===== config.mk =====
export PLATFORM = sky130hd
export DESIGN_NAME = section_min_max_extractor
export DESIGN_NICKNAME = d
export VERILOG_FILES = /design/src/rtl/section_min_max_extractor.sv
export SDC_FILE = /design/constraint.sdc
export NUM_CORES = 1
export LEC_CHECK = 0
export CORE_MARGIN = 5
export CORE_UTILIZATION = 35
export CTS_BUF_LIST = sky130_fd_sc_hd__clkbuf_4 sky130_fd_sc_hd__clkbuf_8 sky130_fd_sc_hd__clkbuf_16
export DETAILED_ROUTE_END_ITERATION = 10
export SYNTH_ARGS = -nofsm -noshare
export SYNTH_HDL_FRONTEND = slang
export SYNTH_SLANG_ARGS = --single-unit

===== constraint.sdc =====
create_clock -name clk -period 5.1 [get_ports clk]
set_input_delay 0.765 -clock clk [delete_from_list [all_inputs] [get_ports clk]]
set_output_delay 0.765 -clock clk [all_outputs]
set_load 0.005 [all_outputs]

===== src/rtl/section_min_max_extractor.sv =====
// rtl/section_min_max_extractor.sv - per-section min/max extractor feeding the section ring buffer
// Emits one offset-binary {min, max} pair per sample_count accepted samples.
module section_min_max_extractor #(
  parameter int width        = 16,
  parameter int sample_count = 32,
  parameter bit is_signed    = 1'b1
) (
  input  logic             clk,
  input  logic             reset_n,
  input  logic             i_valid,
  output logic             i_ready,
  input  logic [width-1:0] i_value,
  output logic             o_valid,
  input  logic             o_ready,
  output logic [width-1:0] o_min_value,
  output logic [width-1:0] o_max_value
);

  localparam int CW = (sample_count > 1) ? $clog2(sample_count) : 1;
  localparam logic [CW-1:0] LAST_IDX = CW'(sample_count - 1);

  typedef enum logic {ACCUM, HOLD} state_e;

  function automatic logic [width-1:0] to_offset(input logic [width-1:0] v);
    if (is_signed) return {~v[width-1], v[width-2:0]};
    else           return v;
  endfunction

  state_e            state_q, state_d;
  logic [CW-1:0]     cnt_q, cnt_d;
  logic [width-1:0]  acc_min_q, acc_min_d, acc_max_q, acc_max_d;
  logic [width-1:0]  out_min_q, out_min_d, out_max_q, out_max_d;
  logic              o_valid_q, o_valid_d, i_ready_q, i_ready_d;

  logic [width-1:0]  u, base_min, base_max, new_min, new_max;
  logic              in_xfer, out_xfer, is_last;

  always_ff @(posedge clk or negedge reset_n) begin
    if (!reset_n) begin
      state_q   <= ACCUM;
      cnt_q     <= '0;
      acc_min_q <= '1;
      acc_max_q <= '0;
      out_min_q <= '1;
      out_max_q <= '0;
      o_valid_q <= 1'b0;
      i_ready_q <= 1'b1;
    end else begin
      state_q   <= state_d;
      cnt_q     <= cnt_d;
      acc_min_q <= acc_min_d;
      acc_max_q <= acc_max_d;
      out_min_q <= out_min_d;
      out_max_q <= out_max_d;
      o_valid_q <= o_valid_d;
      i_ready_q <= i_ready_d;
    end
  end

  always_comb begin
    state_d   = state_q;
    cnt_d     = cnt_q;
    acc_min_d = acc_min_q;
    acc_max_d = acc_max_q;
    out_min_d = out_min_q;
    out_max_d = out_max_q;
    o_valid_d = o_valid_q;
    i_ready_d = i_ready_q;

    in_xfer  = i_valid && i_ready_q;
    out_xfer = o_valid_q && o_ready;
    is_last  = (cnt_q == LAST_IDX);

    // The first sample of a section seeds both extremes, so stale accumulators never leak.
    u        = to_offset(i_value);
    base_min = (cnt_q == '0) ? '1 : acc_min_q;
    base_max = (cnt_q == '0) ? '0 : acc_max_q;
    new_min  = (u < base_min) ? u : base_min;
    new_max  = (u > base_max) ? u : base_max;

    unique case (state_q)
      ACCUM: begin
        if (out_xfer) o_valid_d = 1'b0;
        if (in_xfer) begin
          cnt_d = is_last ? '0 : cnt_q + CW'(1);
          if (!is_last) begin
            acc_min_d = new_min;
            acc_max_d = new_max;
          end else if (!o_valid_q || o_ready) begin
            out_min_d = new_min;
            out_max_d = new_max;
            o_valid_d = 1'b1;
          end else begin
            // Park the finished pair until the consumer frees the output slot.
            acc_min_d = new_min;
            acc_max_d = new_max;
            i_ready_d = 1'b0;
            state_d   = HOLD;
          end
        end
      end
      HOLD: begin
        if (o_ready) begin
          out_min_d = acc_min_q;
          out_max_d = acc_max_q;
          i_ready_d = 1'b1;
          cnt_d     = '0;
          state_d   = ACCUM;
        end
      end
      default: state_d = ACCUM;
    endcase
  end

  assign i_ready     = i_ready_q;
  assign o_valid     = o_valid_q;
  assign o_min_value = out_min_q;
  assign o_max_value = out_max_q;

endmodule


==> out/qor.yml <==
hp-class: "reg2reg"
die_x_um: 119
grt-ovfl-total: 0
synth_compound_area_share_pct: 27.9
switchingPower_w: 0.000305
gp_congestion: 0.829
drt_iter0_drc: 222
switching_share_pct: 23.0
final_core_util_pct: 44.5
syn_nets: 461
hold_viol_final: 0
final_cell_count_no_fill: 598
met2_length_um: 5440
dieArea_um2: 14200
syn_area_um2: 4160
dr.pass1.iters: 4
cts.repair.resized: 0
max-clock-path-buffers: 2
ant_nets: 0
power.share.clock_pct: 51.0
cts_tree: "yes"
grt_pass1_vias: 3585
power_frac_comb_pct: 5.8
yosysWarnings: 0
required_ns: 5.38
synth_top_family_by_area: "compound AO/OA/AOI/OAI gates"
max_freq_ghz: 0.258
cts_setup_buffers: 0
cts_hold_buffers: 0
synthTopCellsByArea: "dfrtp_1 23%, dfstp_2 21%, ha_1 10%, o221a_2 4.3%, a22o_1 3.6%"
wl_met3_um: 616
antenna_found_initial: 0
maxSlewHeadroom_pct: 23.5
cts-htree-levels: 3
via_per_inst: 5.89
p_leak_nw: 2.29
startpoint_type: "register"
clk_pin_slew_ns: 0.06
grt_max_degree: 49
dpl.hpwl_um: 7520
track_usage_pct: 17.0
finClkSkew_ns: 0.00689
async_flop_share_pct: 100
synthMuxAreaShare_pct: 0
die_h_um: 119
p_per_area_nw_per_um2: 259
synth-simple-area-share_pct: 14.5
cts_num_sinks: 72
synth_edf_count: 0
totalPowerFinal_w: 0.00133
drive_gt1_share_pct: 17.1
grt_pass1_wl_um: 19200
crit_type: "reg2reg"
cts_inserted_buffers: 9
io_buffers: 53
setup_violations: 0
fin_nets: 504
area_growth_pct: 23.2
dp.cells: 582
drc: 0
syn_area_per_cell_um2: 10.2
start_util_pct: 36.1
drv_slew: 0
highest_layer: "met4"
synth_ff_type: "dfrtp_1"
synth_top_area_cell: "dfrtp_1"
grt_setup_unrepaired: "false"
fin_ws_ns: 1.23
worst_pin_slew_ns: 1.15
pre_cts_slack_ns: 1.28
period_share_pct: 75.9
end_kind: "register"
pwr-share-seq_pct: 43.1
synth_fa_ha_area_share_pct: 10.2
synth_top_cell_area_share_pct: 23.4
wl_per_cell_um: 19.2
worstPathMaxFanout: 34
worstPathArrival_ns: 4.15
yosys.area_share.xor_xnor_pct: 0
rows: 39
fin_crit_ns: 3.87
status: "completed"
core_um2: 11500
wl_met1_um: 5300
intPower_w: 0.00102
wl_um: 11500
vias: 3520
io_pins: 54
root_buffer: "clkbuf_16"
synth_seq_area_share_pct: 44.3
whs_path_depth: 2
clkLatencyLatePin_ns: 0.35
ir_drop_mv: 0.191
setup_tns_ns: 0
ys_ff_latch: 72
drv_cap: 0
postSynthCellCount: 407
ff2ff_path_depth: 11
synthDistinctLibCells: 48
antennaDiodeCount: 0
power groups by stage:
| stage | Sequential, W | Combinational [W] | Clock, W |
|---|---|---|---|
| after detailed placement | 0.000582 | 0.0000781 | 0 |
| after global routing | 0.000572 | 0.0000883 | 0.000715 |
| after CTS | 0.000573 | 0.0000786 | 0.000693 |
| after global placement | 0.000582 | 0.0000769 | 0 |
| final | 0.000573 | 0.0000776 | 0.000678 |
| after floorplan | 0.000582 | 0.0000302 | 0 |
cell usage after synthesis (3+ instances only):
| library cell | n |
|---|---|
| ha_1 | 34 |
| a211oi_1 | 16 |
| nand3_1 | 8 |
| o22ai_1 | 17 |
| nand4_1 | 5 |
| o221a_2 | 16 |
| dfrtp_1 | 39 |
| nand2_1 | 28 |
| and3_1 | 3 |
| o21ai_1 | 4 |
| a21oi_1 | 25 |
| a22o_1 | 17 |
| inv_1 | 4 |
| dfstp_2 | 33 |
| o21ai_0 | 4 |
| a21o_1 | 17 |
| o22a_1 | 17 |
| nor3_1 | 17 |
| buf_2 | 4 |
| nand2b_1 | 20 |
| clkbuf_1 | 22 |
| nor2_1 | 25 |
final timing paths:
check	endpoint	start	slack (ns)
setup / recovery	acc_max_q[7]	cnt_q[0]	1.23
hold / removal	i_ready	i_ready	0.52
setup reg to reg	acc_max_q[7]	cnt_q[0]	1.23
hold reg to reg	i_ready	i_ready	0.52
max in group asynchronous	acc_min_q[8]	reset_n	3.44
min in group asynchronous	cnt_q[4]	reset_n	0.64
kinds of logic (layout without fill, tap and decap cells):
kind of cell / Yosys count / in the layout
compound gates: 152 / 152
fa+ha+maj: 34 / 34
buf+inv: 31 / 79
flops: 72 / 72
simple gates: 118 / 118
worst max-delay path, cell delays in order (launching register included):
cell,delay (ns)
dfrtp_1,0.43
inv_1,0.09
ha_1,0.16
or4b_2,0.98
nand2_1,0.19
ha_1,0.28
a2111oi_0,0.42
o21a_1,0.18
o211ai_1,0.12
o21ai_2,0.18
a21o_1,0.55
a22o_1,0.22
stage by stage:
| step | hold WS (ns) | area (µm²) |
|---|---|---|
| after global placement | 0.498 | 4800 |
| after global routing | 0.534 | 5130 |
| final | 0.521 | 5130 |
| after CTS | 0.523 | 5130 |
| after floorplan | 0.469 | 4160 |
| after detailed placement | 0.511 | 4800 |
flip-flops by register name, indices dropped and copies added, names as in the netlist:
register	flops
acc_max_q	16
acc_min_q	16
state_q	1
o_max_value	16
cnt_q	5
o_valid	1
i_ready	1
o_min_value	16
layout make-up:
| cell class | count | area (µm²) |
|---|---|---|
| clock inverter | 2 | 15.0 |
| inverter | 4 | 15.0 |
| timing repair buffer | 59 | 571 |
| fill | 1079 | 6390 |
| sequential | 72 | 1840 |
| tap | 143 | 179 |
| clock buffer | 14 | 310 |
| multi-input combinational | 304 | 2190 |
layer usage:
layer	GRT usage [%]	vias to the layer above
met5	0	-
met4	5.29	0
met3	4.64	14
met2	27.4	84
met1	22.3	1772
li1	-	1650
layout by cell type, fill, tap and decap left out, types with 11 or more instances in the layout:
master           instances
clkdlybuf4s50_1         52
dfrtp_1                 39
ha_1                    34
dfstp_2                 33
nand2_1                 28
nor2_1                  25
a21oi_1                 25
nand2b_1                20
nor3_1                  17
a21o_1                  17
a22o_1                  17
o22ai_1                 17
o22a_1                  17
o221a_2                 16
a211oi_1                16
clkbuf_16               11
Note: power is estimated with default switching activity, not from simulation.
